`src/rtl/rc4_prga_decrypt.sv`:
```
// RC4 PRGA stage: walks i/j over the S memory, swaps in place and XORs the keystream with the ROM.
// Optional macro PRGA_VALID_CHECK_EN adds a per-byte plaintext check that aborts on a non-text byte.
module rc4_prga_decrypt #(
   parameter int MSG_LENGTH = 32
) (
   input  logic       clk,
   input  logic       reset,
   input  logic       start,
   output logic       finished,
   output logic       invalid,
   output logic [7:0] s_address,
   output logic [7:0] s_data,
   output logic       s_wen,
   input  logic [7:0] s_q,
   output logic [7:0] rom_address,
   input  logic [7:0] rom_q,
   output logic [7:0] ram_address,
   output logic [7:0] ram_data,
   output logic       ram_wen
);

   typedef enum logic [4:0] {
      ST_IDLE,
      ST_INC_I,
      ST_RD_SI_SET, ST_RD_SI_ACC, ST_RD_SI_WAIT,
      ST_UPD_J,
      ST_RD_SJ_SET, ST_RD_SJ_ACC, ST_RD_SJ_WAIT,
      ST_WR_SJ_SET, ST_WR_SJ_ACC, ST_WR_SJ_WAIT,
      ST_WR_SI_SET, ST_WR_SI_ACC, ST_WR_SI_WAIT,
      ST_RD_F_SET,  ST_RD_F_ACC,  ST_RD_F_WAIT,
      ST_WR_OUT_SET, ST_WR_OUT_ACC, ST_WR_OUT_WAIT,
      ST_CHECK,
      ST_DONE
   } state_t;

   state_t     r_state;
   state_t     w_next;
   logic [7:0] r_i, r_j, r_k;
   logic [7:0] r_s_i, r_s_j, r_f, r_enc;
   logic [7:0] r_s_addr, r_s_dat, r_ram_addr, r_ram_dat;
   logic       r_finished;
   logic       w_last;
   logic       w_s_wen, w_ram_wen;

   assign w_last = (r_k == 8'(MSG_LENGTH - 1));

`ifdef PRGA_VALID_CHECK_EN
   logic r_invalid;
   logic w_char_ok;
   // Accept only space and lowercase letters; the byte under test is still on the RAM data bus.
   assign w_char_ok = (r_ram_dat == 8'h20) || ((r_ram_dat >= 8'h61) && (r_ram_dat <= 8'h7A));
   assign invalid   = r_invalid;
`else
   assign invalid   = 1'b0;
`endif

   always_ff @(posedge clk or posedge reset) begin
      if (reset) r_state <= ST_IDLE;
      else       r_state <= w_next;
   end

   always_comb begin
      w_next = r_state;
      case (r_state)
         ST_IDLE:        w_next = start ? ST_INC_I : ST_IDLE;
         ST_INC_I:       w_next = ST_RD_SI_SET;
         ST_RD_SI_SET:   w_next = ST_RD_SI_ACC;
         ST_RD_SI_ACC:   w_next = ST_RD_SI_WAIT;
         ST_RD_SI_WAIT:  w_next = ST_UPD_J;
         ST_UPD_J:       w_next = ST_RD_SJ_SET;
         ST_RD_SJ_SET:   w_next = ST_RD_SJ_ACC;
         ST_RD_SJ_ACC:   w_next = ST_RD_SJ_WAIT;
         ST_RD_SJ_WAIT:  w_next = ST_WR_SJ_SET;
         ST_WR_SJ_SET:   w_next = ST_WR_SJ_ACC;
         ST_WR_SJ_ACC:   w_next = ST_WR_SJ_WAIT;
         ST_WR_SJ_WAIT:  w_next = ST_WR_SI_SET;
         ST_WR_SI_SET:   w_next = ST_WR_SI_ACC;
         ST_WR_SI_ACC:   w_next = ST_WR_SI_WAIT;
         ST_WR_SI_WAIT:  w_next = ST_RD_F_SET;
         ST_RD_F_SET:    w_next = ST_RD_F_ACC;
         ST_RD_F_ACC:    w_next = ST_RD_F_WAIT;
         ST_RD_F_WAIT:   w_next = ST_WR_OUT_SET;
         ST_WR_OUT_SET:  w_next = ST_WR_OUT_ACC;
         ST_WR_OUT_ACC:  w_next = ST_WR_OUT_WAIT;
`ifdef PRGA_VALID_CHECK_EN
         ST_WR_OUT_WAIT: w_next = ST_CHECK;
         ST_CHECK:       w_next = (!w_char_ok || w_last) ? ST_DONE : ST_INC_I;
`else
         ST_WR_OUT_WAIT: w_next = w_last ? ST_DONE : ST_INC_I;
`endif
         ST_DONE:        w_next = ST_IDLE;
         default:        w_next = ST_IDLE;
      endcase
   end

   always_comb begin
      w_s_wen   = 1'b0;
      w_ram_wen = 1'b0;
      case (r_state)
         ST_WR_SJ_ACC, ST_WR_SJ_WAIT,
         ST_WR_SI_ACC, ST_WR_SI_WAIT:   w_s_wen   = 1'b1;
         ST_WR_OUT_ACC, ST_WR_OUT_WAIT: w_ram_wen = 1'b1;
         default: ;
      endcase
   end

   // Addresses and write data load in the SET states; read data lands at the end of WAIT.
   always_ff @(posedge clk or posedge reset) begin
      if (reset) begin
         r_i        <= 8'd0;
         r_j        <= 8'd0;
         r_k        <= 8'd0;
         r_s_i      <= 8'd0;
         r_s_j      <= 8'd0;
         r_f        <= 8'd0;
         r_enc      <= 8'd0;
         r_s_addr   <= 8'd0;
         r_s_dat    <= 8'd0;
         r_ram_addr <= 8'd0;
         r_ram_dat  <= 8'd0;
         r_finished <= 1'b0;
`ifdef PRGA_VALID_CHECK_EN
         r_invalid  <= 1'b0;
`endif
      end else begin
         r_finished <= (r_state == ST_DONE);
         case (r_state)
            ST_IDLE: begin
               if (start) begin
                  r_i <= 8'd0;
                  r_j <= 8'd0;
                  r_k <= 8'd0;
`ifdef PRGA_VALID_CHECK_EN
                  r_invalid <= 1'b0;
`endif
               end
            end
            ST_INC_I:      r_i <= r_i + 8'd1;
            ST_RD_SI_SET:  r_s_addr <= r_i;
            ST_RD_SI_WAIT: r_s_i <= s_q;
            ST_UPD_J:      r_j <= r_j + r_s_i;
            ST_RD_SJ_SET:  r_s_addr <= r_j;
            ST_RD_SJ_WAIT: r_s_j <= s_q;
            ST_WR_SJ_SET: begin
               r_s_addr <= r_j;
               r_s_dat  <= r_s_i;
            end
            ST_WR_SI_SET: begin
               r_s_addr <= r_i;
               r_s_dat  <= r_s_j;
            end
            ST_RD_F_SET:   r_s_addr <= r_s_i + r_s_j;
            ST_RD_F_WAIT: begin
               r_f   <= s_q;
               r_enc <= rom_q;
            end
            ST_WR_OUT_SET: begin
               r_ram_addr <= r_k;
               r_ram_dat  <= r_f ^ r_enc;
            end
`ifdef PRGA_VALID_CHECK_EN
            ST_CHECK: begin
               if (!w_char_ok)  r_invalid <= 1'b1;
               else if (!w_last) r_k <= r_k + 8'd1;
            end
`else
            ST_WR_OUT_WAIT: if (!w_last) r_k <= r_k + 8'd1;
`endif
            default: ;
         endcase
      end
   end

   assign finished    = r_finished;
   assign s_address   = r_s_addr;
   assign s_data      = r_s_dat;
   assign s_wen       = w_s_wen;
   assign rom_address = r_k;
   assign ram_address = r_ram_addr;
   assign ram_data    = r_ram_dat;
   assign ram_wen     = w_ram_wen;

endmodule
```
`config.mk`:
```
export PLATFORM = sky130hd
export DESIGN_NAME = rc4_prga_decrypt
export DESIGN_NICKNAME = d
export VERILOG_FILES = /design/src/rtl/rc4_prga_decrypt.sv
export SDC_FILE = /design/constraint.sdc
export NUM_CORES = 1
export LEC_CHECK = 0
export CORE_UTILIZATION = 55
export DETAILED_ROUTE_END_ITERATION = 7
export GPL_TIMING_DRIVEN = 0
export PLACE_DENSITY_LB_ADDON = 0.05
export SYNTH_ARGS = -nofsm -noshare
export SYNTH_HDL_FRONTEND = slang
export SYNTH_SLANG_ARGS = --single-unit
```
`constraint.sdc`:
```
create_clock -name clk -period 6.99 [get_ports clk]
set_clock_uncertainty 0.15 [all_clocks]
set_input_delay 1.398 -clock clk [delete_from_list [all_inputs] [get_ports clk]]
set_output_delay 1.398 -clock clk [all_outputs]
set_load 0.01 [all_outputs]
```
# Word level (Yosys, flattened, before mapping)
# Cells that the tools add are included.
[op_classes] n_bitwise=1 shift=0 div_mod_pow=0 mul=0 muxes=12 n_lt_le_gt_ge=0 reduce_logical=13 add_sub_neg=4 n_eq_ne=24
[op_table] operator="$pmux W5 S21" n=1
[op_table] operator="$pmux W8 S2" n=4
[op_table] operator="$eq A5 B4 Y1 const B" n=8
[op_table] operator="$eq A5 B5 Y1 const B" n=6
[op_table] operator="$pmux W8 S3" n=1
[op_table] operator="$eq A5 B3 Y1 const B" n=4
[op_table] operator="$add A8 B1 Y8 const B" n=2
[op_table] operator="$add A8 B8 Y8" n=2
[op_table] operator="$mux W8" n=2
[op_table] operator="$eq A5 B2 Y1 const B" n=2
[op_table] operator="$eq A8 B5 Y1 const B" n=1
[op_table] operator="$reduce_bool A2 Y1" n=4
[op_table] operator="$xor A8 B8 Y8" n=1
[op_table] operator="$reduce_or A2 Y1" n=3
[op_table] operator="$eq A5 B1 Y1 const B" n=1
[op_table] operator="$logic_not A5 Y1" n=1
[op_table] operator="$mux W5" n=1
[op_table] operator="$ne A2 B2 Y1 const B" n=2
[op_table] operator="$reduce_and A2 Y1" n=2
[op_table] operator="$reduce_or A4 Y1" n=1
[op_table] operator="$mux W1" n=3
[op_table] operator="$reduce_and A3 Y1" n=1
[op_table] operator="$reduce_bool A3 Y1" n=1
[totals] word_cells=67 romBits=0 n_memories=0 regBits=94 latch_bits=0 out_inout_bits=44 in_bits=19 ramBits=0

# Longest topological paths before layout
# Gate-level depths: netlist of the first run.
[logic_depth] depth_word=3 ltp_mapped=8 ltp_nobuf=7

# Least setup slack after synthesis of the first run
# OpenSTA, ideal clock, no wires.
[synth_timing] kind="register to output" from="register r_state[0]" to="output port ram_wen" path_slack_ps=4261 stages_incl_launch_ff=5 n_path_buf=1 t_arrival_ps=1181 required_time_ps=5442 cell_sequence="dfrtp_1 buf_1 nand2_1 o22ai_1 and3b_1"
[synth_via] elab_chain_len=3 elab_cells_between_ends=4
[synth_rtl] element="from (decl)" line_no="36" text="state_t r_state;"
[synth_rtl] element="from (signal assigned)" line_no="59" text="else r_state <= w_next;"
[synth_rtl] element="$eq A5 B5 Y1" line_no="99" text="case (r_state)"
[synth_rtl] element="$reduce_or A2 Y1 (*)" line_no="99"
[synth_rtl] element="$mux W1 (*)" line_no="99"
[synth_rtl] element="to (decl)" line_no="19" text="output logic ram_wen"
# Mark *: on every way between the ends. The rest lies on a longest branch, timed or not.

# Final worst setup path of the first run
# Same ends and word-level chain as after synthesis.

==> summary.json, run 1 <==
{
  "maxClockFrequency_mhz": 266,
  "placement.io_buffers": 61,
  "timing.setup.critical_path_class": "register to output pin",
  "synth_xor_area_share_pct": 4.85,
  "post_synthesis_cells": 422,
  "rows": 33,
  "final-seq-area_sq_mm": 0.00235,
  "pin_count_of_the_biggest_net_entering_global_routing": 72,
  "synth_top_family_by_area": "simple AND/OR/NAND/NOR gates",
  "finalSetupViolations": 0,
  "die_w_microns": 94.4,
  "die_outline_area_sq_mm": 0.00891,
  "tritoncts.num_buffers": 9,
  "number_of_different_library_cells_in_the_post_synthesis_netlist": 53,
  "post_route_cells_drive_above_1_share_pct": 14.2,
  "clkSlewWorstSetupHoldPaths_ns": 0.09,
  "min_to": "ram_data[0]",
  "route.detailed.wl_per_inst_microns": 16.8,
  "totalNegativeSetupSlack_ns": 0,
  "antenna_left": 0,
  "synth_edf_count": 0,
  "min_from": "ram_data[0]",
  "initial_utilization_pct": 56.9,
  "number_of_buffers_inserted_to_repair_setup_after_cts": 0,
  "cap_violations": 0,
  "hold_buffers": 0,
  "postSynth.topFlopCell": "sky130_fd_sc_hd__dfrtp_1",
  "power.leakage_nw": 2.34,
  "peakVddDrop_mv": 0.114,
  "crit_path_max_fanout": 10,
  "worst_skew_pair.late_latency_ns": 0.36,
  "fin_nets": 532,
  "worst_pin_slew_ns": 0.820,
  "drcViolationCount": 0,
  "synthSimpleGateAreaFrac_pct": 12.8,
  "tritoncts_num_sinks": 94,
  "period_needed_ns": 3.76,
  "postSynth.asyncResetShare_pct": 100,
  "grt_pass1_vias": 3400,
  "global_route_congestion_overflow_total": 0,
  "dpl.hpwl_mm": 7.39,
  "power_per_cell_area_mw_per_mm2": 221,
  "cts_resized": 0,
  "outcome": "finished, final reports clean",
  "clk_path_buf_depth": 2,
  "worst_setup_path_start_kind": "register",
  "synth_seq_area_share_pct": 50.1,
  "die_height_microns": 94.4,
  "worst-endpoint-required_ns": 5.44,
  "initialDrtViolationCount": 125,
  "worstReg2RegStart": "r_state[3]",
  "groute.usage.overall_pct": 24.6,
  "worst-endpoint-arrival_ns": 2.22,
  "final_min_period_over_clock_period_pct": 53.8,
  "finalPower_mw": 1.25,
  "syn_avg_cell_area_sq_um": 11.1,
  "multiInputGateArea_sq_mm": 0.00224,
  "grt_antenna_before_repair": 0,
  "ys_ff_latch": 94,
  "worst_hold_path_type": "register to register",
  "tritoncts": "yes",
  "fillCellCount": 674,
  "detailroute.via_count": 3505,
  "finalHoldViolCount": 0,
  "critPathCaptureType": "output pin",
  "crit-reg2reg-capture": "r_j[7]",
  "yosys_warnings": 0,
  "holdPathStages": 2,
  "ctsRootBufferMaster": "sky130_fd_sc_hd__clkbuf_8",
  "drtPass1Iterations": 5,
  "nets_in_the_synthesized_netlist": 459,
  "adder_cell_share_of_the_synthesized_area_pct": 5.12,
  "design.core.area_sq_mm": 0.00826,
  "netlist_area_sq_mm": 0.00470,
  "io_pins": 63,
  "antenna_cells_inserted": 0,
  "gpl.final_weighted_congestion": 0.888,
  "worst-r2r-setup-slack_ns": 4.50,
  "viasPerCell": 5.79,
  "drt_wl_total_mm": 10.1,
  "slew_viol_final": 0,
  "layout-area-overhead-vs-synth_pct": 20.5,
  "synth.mux.area_fraction_pct": 12.4,
  "ff2ff_path_depth": 6,
  "synth-compound-area-share_pct": 12.5,
  "grt_setup_unrepaired": "false",
  "ctsHtreeMaxLevel": 3,
  "grt_first_pass_wirelength_mm": 16.8,
  "worst_slew_margin_rel_pct": 44.9
}
-- kinds of logic (layout without fill, tap and decap cells) --
family                   after synthesis  in the layout
other                                  1              1
AND/OR/NAND/NOR                      118            118
buffers and inverters                 22            100
multiplexers                          53             53
AO/OA/AOI/OAI                         90             90
XOR/XNOR                              26             26
flip-flops                            94             94
adder cells (fa/ha/maj)               18             18
-- power by group --
part	total, mW	leakage [nW]	switching (mW)	internal (mW)
clock network	0.347	0.0967	0.195	0.152
logic	0.265	1.13	0.121	0.144
registers	0.636	1.11	0.0413	0.595
-- layout by cell type (no fill, tap or decap), drive strengths merged, types with 2 or more instances in the layout --
cell type and count:
a22oi 5, a21o 5, nand2b 3, dfrtp 94, nor4 2, clkdlybuf4s50 61, nand3b 4, nor2b 4
nor3b 2, nand3 14, o211ai 4, nand4 9, xnor2 14, clkbuf 18, o32a 2, o21ai 28
xor2 12, fa 2, nor2 31, nor3 2, nand2 32, and2 2, o31ai 4, buf 12
a22o 7, a211oi 6, a31oi 5, mux2 42, o21bai 2, a21oi 18, inv 7, mux2i 11
or3 3, and3 3, ha 16
-- final cells by class --
cell class,instances,share of cell area (%)
clock buffer,11,2.68
buffer,18,1.50
sequential,94,41.6
multi-input combinational,306,39.7
timing repair buffer,62,11.3
tap,105,2.32
clock inverter,5,0.686
inverter,4,0.310
-- layer usage --
metal  wire length [microns]  vias to the layer above  GRT usage [%]
met4                     120                        0           6.67
li1                        -                     1673              -
met5                       0                        -              0
met1                    4800                     1746           34.8
met3                     421                       10           4.83
met2                    4800                       76           38.8
-- state kept, by name, indices dropped and copies added (netlist names) --
name,count
finished,1
r_enc,8
r_f,8
r_i,8
r_j,8
r_s_i,8
r_s_j,8
r_state,5
ram_address,8
ram_data,8
rom_address,8
s_address,8
s_data,8
-- synth_stat cells (4+ instances only) --
master                     number  share of area [%]
sky130_fd_sc_hd__nand3b_1       4               0.64
sky130_fd_sc_hd__inv_1          4               0.32
sky130_fd_sc_hd__o211ai_1       4               0.64
sky130_fd_sc_hd__nor2_1        30                2.4
sky130_fd_sc_hd__nand3_1       14                1.5
sky130_fd_sc_hd__xor2_1        12                2.2
sky130_fd_sc_hd__mux2_1         5                1.2
sky130_fd_sc_hd__a22o_1         7                1.3
sky130_fd_sc_hd__nand2_1       32                2.6
sky130_fd_sc_hd__xnor2_1       14                2.6
sky130_fd_sc_hd__nand4_1        9                1.2
sky130_fd_sc_hd__nor2b_1        4               0.53
sky130_fd_sc_hd__mux2_2        37                8.9
sky130_fd_sc_hd__clkbuf_1       7               0.56
sky130_fd_sc_hd__a21oi_1       18                1.9
sky130_fd_sc_hd__buf_2          8               0.85
sky130_fd_sc_hd__mux2i_1       11                2.3
sky130_fd_sc_hd__o21ai_0       28                3.0
sky130_fd_sc_hd__a31oi_1        5               0.67
sky130_fd_sc_hd__dfrtp_1       94                 50
sky130_fd_sc_hd__a22oi_1        5               0.80
sky130_fd_sc_hd__ha_1          16                4.3
sky130_fd_sc_hd__a21o_1         5               0.80
sky130_fd_sc_hd__o31ai_1        4               0.64
sky130_fd_sc_hd__a211oi_1       4               0.64
-- per-stage QoR --
stage	hold slack [ns]	cells	area (sq um)	utilization [%]	setup WS, ns
CTS	0.341	605	5660	68.5	3.23
detailed placement	0.320	589	5470	66.2	3.63
global placement	0.313	588	5440	65.8	1.59
global route	0.368	605	5660	68.5	3.11
floorplan	0.298	422	4700	-	2.99
finish	0.333	605	5660	68.5	3.23
-- worst max-delay path by stage --
stage / from / to / slack, ns
6_report: r_state[0] / ram_wen / 3.23
3_3_place_gp: reset / r_j[4] / 1.59
2_1_floorplan: reset / finished / 2.99
3_5_place_dp: r_state[0] / ram_wen / 3.63
4_1_cts: r_state[0] / ram_wen / 3.23
5_1_grt: r_state[0] / ram_wen / 3.11
-- critical path, stage by stage, from the launching register on --
cell and delay (ns):
sky130_fd_sc_hd__dfrtp_1 0.42, sky130_fd_sc_hd__buf_1 0.43, sky130_fd_sc_hd__nand2_1 0.19, sky130_fd_sc_hd__o22ai_1 0.14, sky130_fd_sc_hd__and3b_1 0.16, sky130_fd_sc_hd__clkdlybuf4s50_1 0.53
Note: power is estimated with default switching activity, not from simulation.
==> run 2, diff against run 1 <==
Settings changed: CORE_UTILIZATION 55 to 50.
Clock period 6.99 ns to 3.4 ns, I/O delays scaled along.
==> summary.json, run 2 (synthesized netlist as in run 1, its figures left out) <==
{
  "outcome": "finished, final reports clean",
  "cap_violations": 0,
  "worstReg2RegStart": "r_state[4]",
  "min_from": "r_j[7]",
  "worst-endpoint-required_ns": 2.57,
  "ctsRootBufferMaster": "sky130_fd_sc_hd__clkbuf_8",
  "antenna_cells_inserted": 0,
  "fin_nets": 532,
  "drtPass1Iterations": 4,
  "drt_wl_total_mm": 10.1,
  "holdPathStages": 1,
  "grt_setup_unrepaired": "false",
  "timing.setup.critical_path_class": "register to output pin",
  "design.core.area_sq_mm": 0.00889,
  "post-route-util_pct": 63.8,
  "grt_first_pass_wirelength_mm": 17.6,
  "crit_path_max_fanout": 10,
  "share_comb_of_total_power_pct": 20.7,
  "grt_pass1_vias": 3418,
  "critPathCaptureType": "output pin",
  "mostFrequentLayoutCell": "sky130_fd_sc_hd__dfrtp_1",
  "detailroute.via_count": 3437,
  "number_of_standard_cells_in_the_layout_taps_in_and_fillers_out": 608,
  "worst_slew_margin_rel_pct": 45.6,
  "grt_antenna_before_repair": 0,
  "final_min_period_over_clock_period_pct": 90.8,
  "number_of_buffers_inserted_to_repair_setup_after_cts": 0,
  "finalPower_mw": 2.62,
  "rows": 34,
  "io_pins": 63,
  "sw_share_pct": 28.0,
  "worst_pin_slew_ns": 0.809,
  "totalNegativeSetupSlack_ns": 0,
  "dpl.hpwl_mm": 7.35,
  "tritoncts.num_buffers": 9,
  "clkSlewWorstSetupHoldPaths_ns": 0.09,
  "maxClockFrequency_mhz": 324,
  "initial_utilization_pct": 52.8,
  "critical_path_s_slowest_cell": "sky130_fd_sc_hd__clkdlybuf4s50_1",
  "groute.usage.overall_pct": 22.8,
  "place.detailed.instances": 592,
  "layout-area-overhead-vs-synth_pct": 20.9,
  "die_w_microns": 98.9,
  "drcViolationCount": 0,
  "most_frequent_cells_in_the_layout": "sky130_fd_sc_hd__dfrtp_1, sky130_fd_sc_hd__clkdlybuf4s50_1, sky130_fd_sc_hd__mux2_2",
  "min_to": "r_j[7]",
  "global_route_congestion_overflow_total": 0,
  "antenna_left": 0,
  "gpl.final_weighted_congestion": 0.850,
  "worst-r2r-setup-slack_ns": 0.92,
  "worst-endpoint-arrival_ns": 2.26,
  "pin_count_of_the_biggest_net_entering_global_routing": 56,
  "post_route_cells_drive_above_1_share_pct": 14.0,
  "worst_setup_path_start_kind": "register",
  "viasPerCell": 5.65,
  "critical_path.max_stage_delay_ns": 0.53,
  "peakVddDrop_mv": 0.232,
  "power_per_cell_area_mw_per_mm2": 462,
  "period_needed_ns": 3.09,
  "hold_buffers": 0,
  "finalSetupViolations": 0,
  "p_seq_share_pct": 49.9,
  "initialDrtViolationCount": 199,
  "slew_viol_final": 0,
  "clock_power_share_pct": 29.4,
  "worst_hold_path_type": "register to register",
  "die_outline_area_sq_mm": 0.00978,
  "tritoncts_num_sinks": 94,
  "timing.critical_path.cells": "buf_1 -> nand2_1 -> o22ai_1 -> and3b_1 -> clkdlybuf4s50_1",
  "power.internal_mw": 1.89,
  "cts_resized": 0,
  "worst_skew_pair.late_latency_ns": 0.35,
  "ff2ff_path_depth": 6,
  "power.leakage_nw": 2.34,
  "finalHoldViolCount": 0,
  "placement.io_buffers": 61,
  "net-switching-power_uw": 734,
  "crit_buf_inv": 2,
  "die_height_microns": 98.9,
  "route.detailed.wl_per_inst_microns": 16.7,
  "crit-reg2reg-capture": "r_j[7]",
  "tritoncts": "yes",
  "ctsHtreeMaxLevel": 3,
  "clk_path_buf_depth": 2,
  "critical_path.top_delay_family": "buffers and inverters"
}
run 2: changes by cell type in the layout (fill, tap and decap cells not counted):
cell | before | now
sky130_fd_sc_hd__clkbuf_8 | 11 | 10
sky130_fd_sc_hd__clkinv_2 | 1 | 0
sky130_fd_sc_hd__clkbuf_1 | 7 | 8
sky130_fd_sc_hd__bufinv_16 | 0 | 1
sky130_fd_sc_hd__inv_6 | 3 | 2
sky130_fd_sc_hd__clkinv_4 | 0 | 1
run 2: power by group through the flow:
stage / logic (mW) / clock network, mW / registers (mW)
after floorplan: 0.318 / 0 / 1.33
final: 0.543 / 0.771 / 1.31
after global placement: 0.520 / 0 / 1.33
after global routing: 0.601 / 0.835 / 1.32
after detailed placement: 0.540 / 0 / 1.33
after CTS: 0.544 / 0.790 / 1.31
run 2: worst max path at each step:
stage | to | start | cells after the start | slack, ns
4_1_cts | ram_wen | r_state[0] | 5 | 0.33
3_3_place_gp | r_s_i[0] | reset | 2 | -1.38
3_5_place_dp | ram_wen | r_state[0] | 5 | 0.73
2_1_floorplan | finished | reset | 1 | 0.12
6_report | ram_wen | r_state[0] | 5 | 0.31
5_1_grt | ram_wen | r_state[0] | 5 | 0.22
run 2: stage by stage:
step,area [sq um],worst slack [ns],hold WS [ns]
after global placement,5440,-1.38,0.311
after CTS,5680,0.329,0.339
after detailed placement,5470,0.726,0.320
after global routing,5680,0.218,0.362
final,5680,0.313,0.340
after floorplan,4700,0.121,0.298
run 2: layer usage:
layer	share of wire, %	vias up	GRT usage, %
met2	46	62	35.2
met4	0.94	0	7.23
met1	49	1692	33.3
met5	0	-	0
met3	3.4	8	3.33
li1	-	1675	-
run 2: final cells by class:
type,instances,area (sq um)
timing repair buffer,62,638
multi-input combinational,306,2240
sequential,94,2350
buffer,18,85.1
clock buffer,11,141
fill,729,3210
tap,108,135
clock inverter,5,63.8
inverter,4,17.5
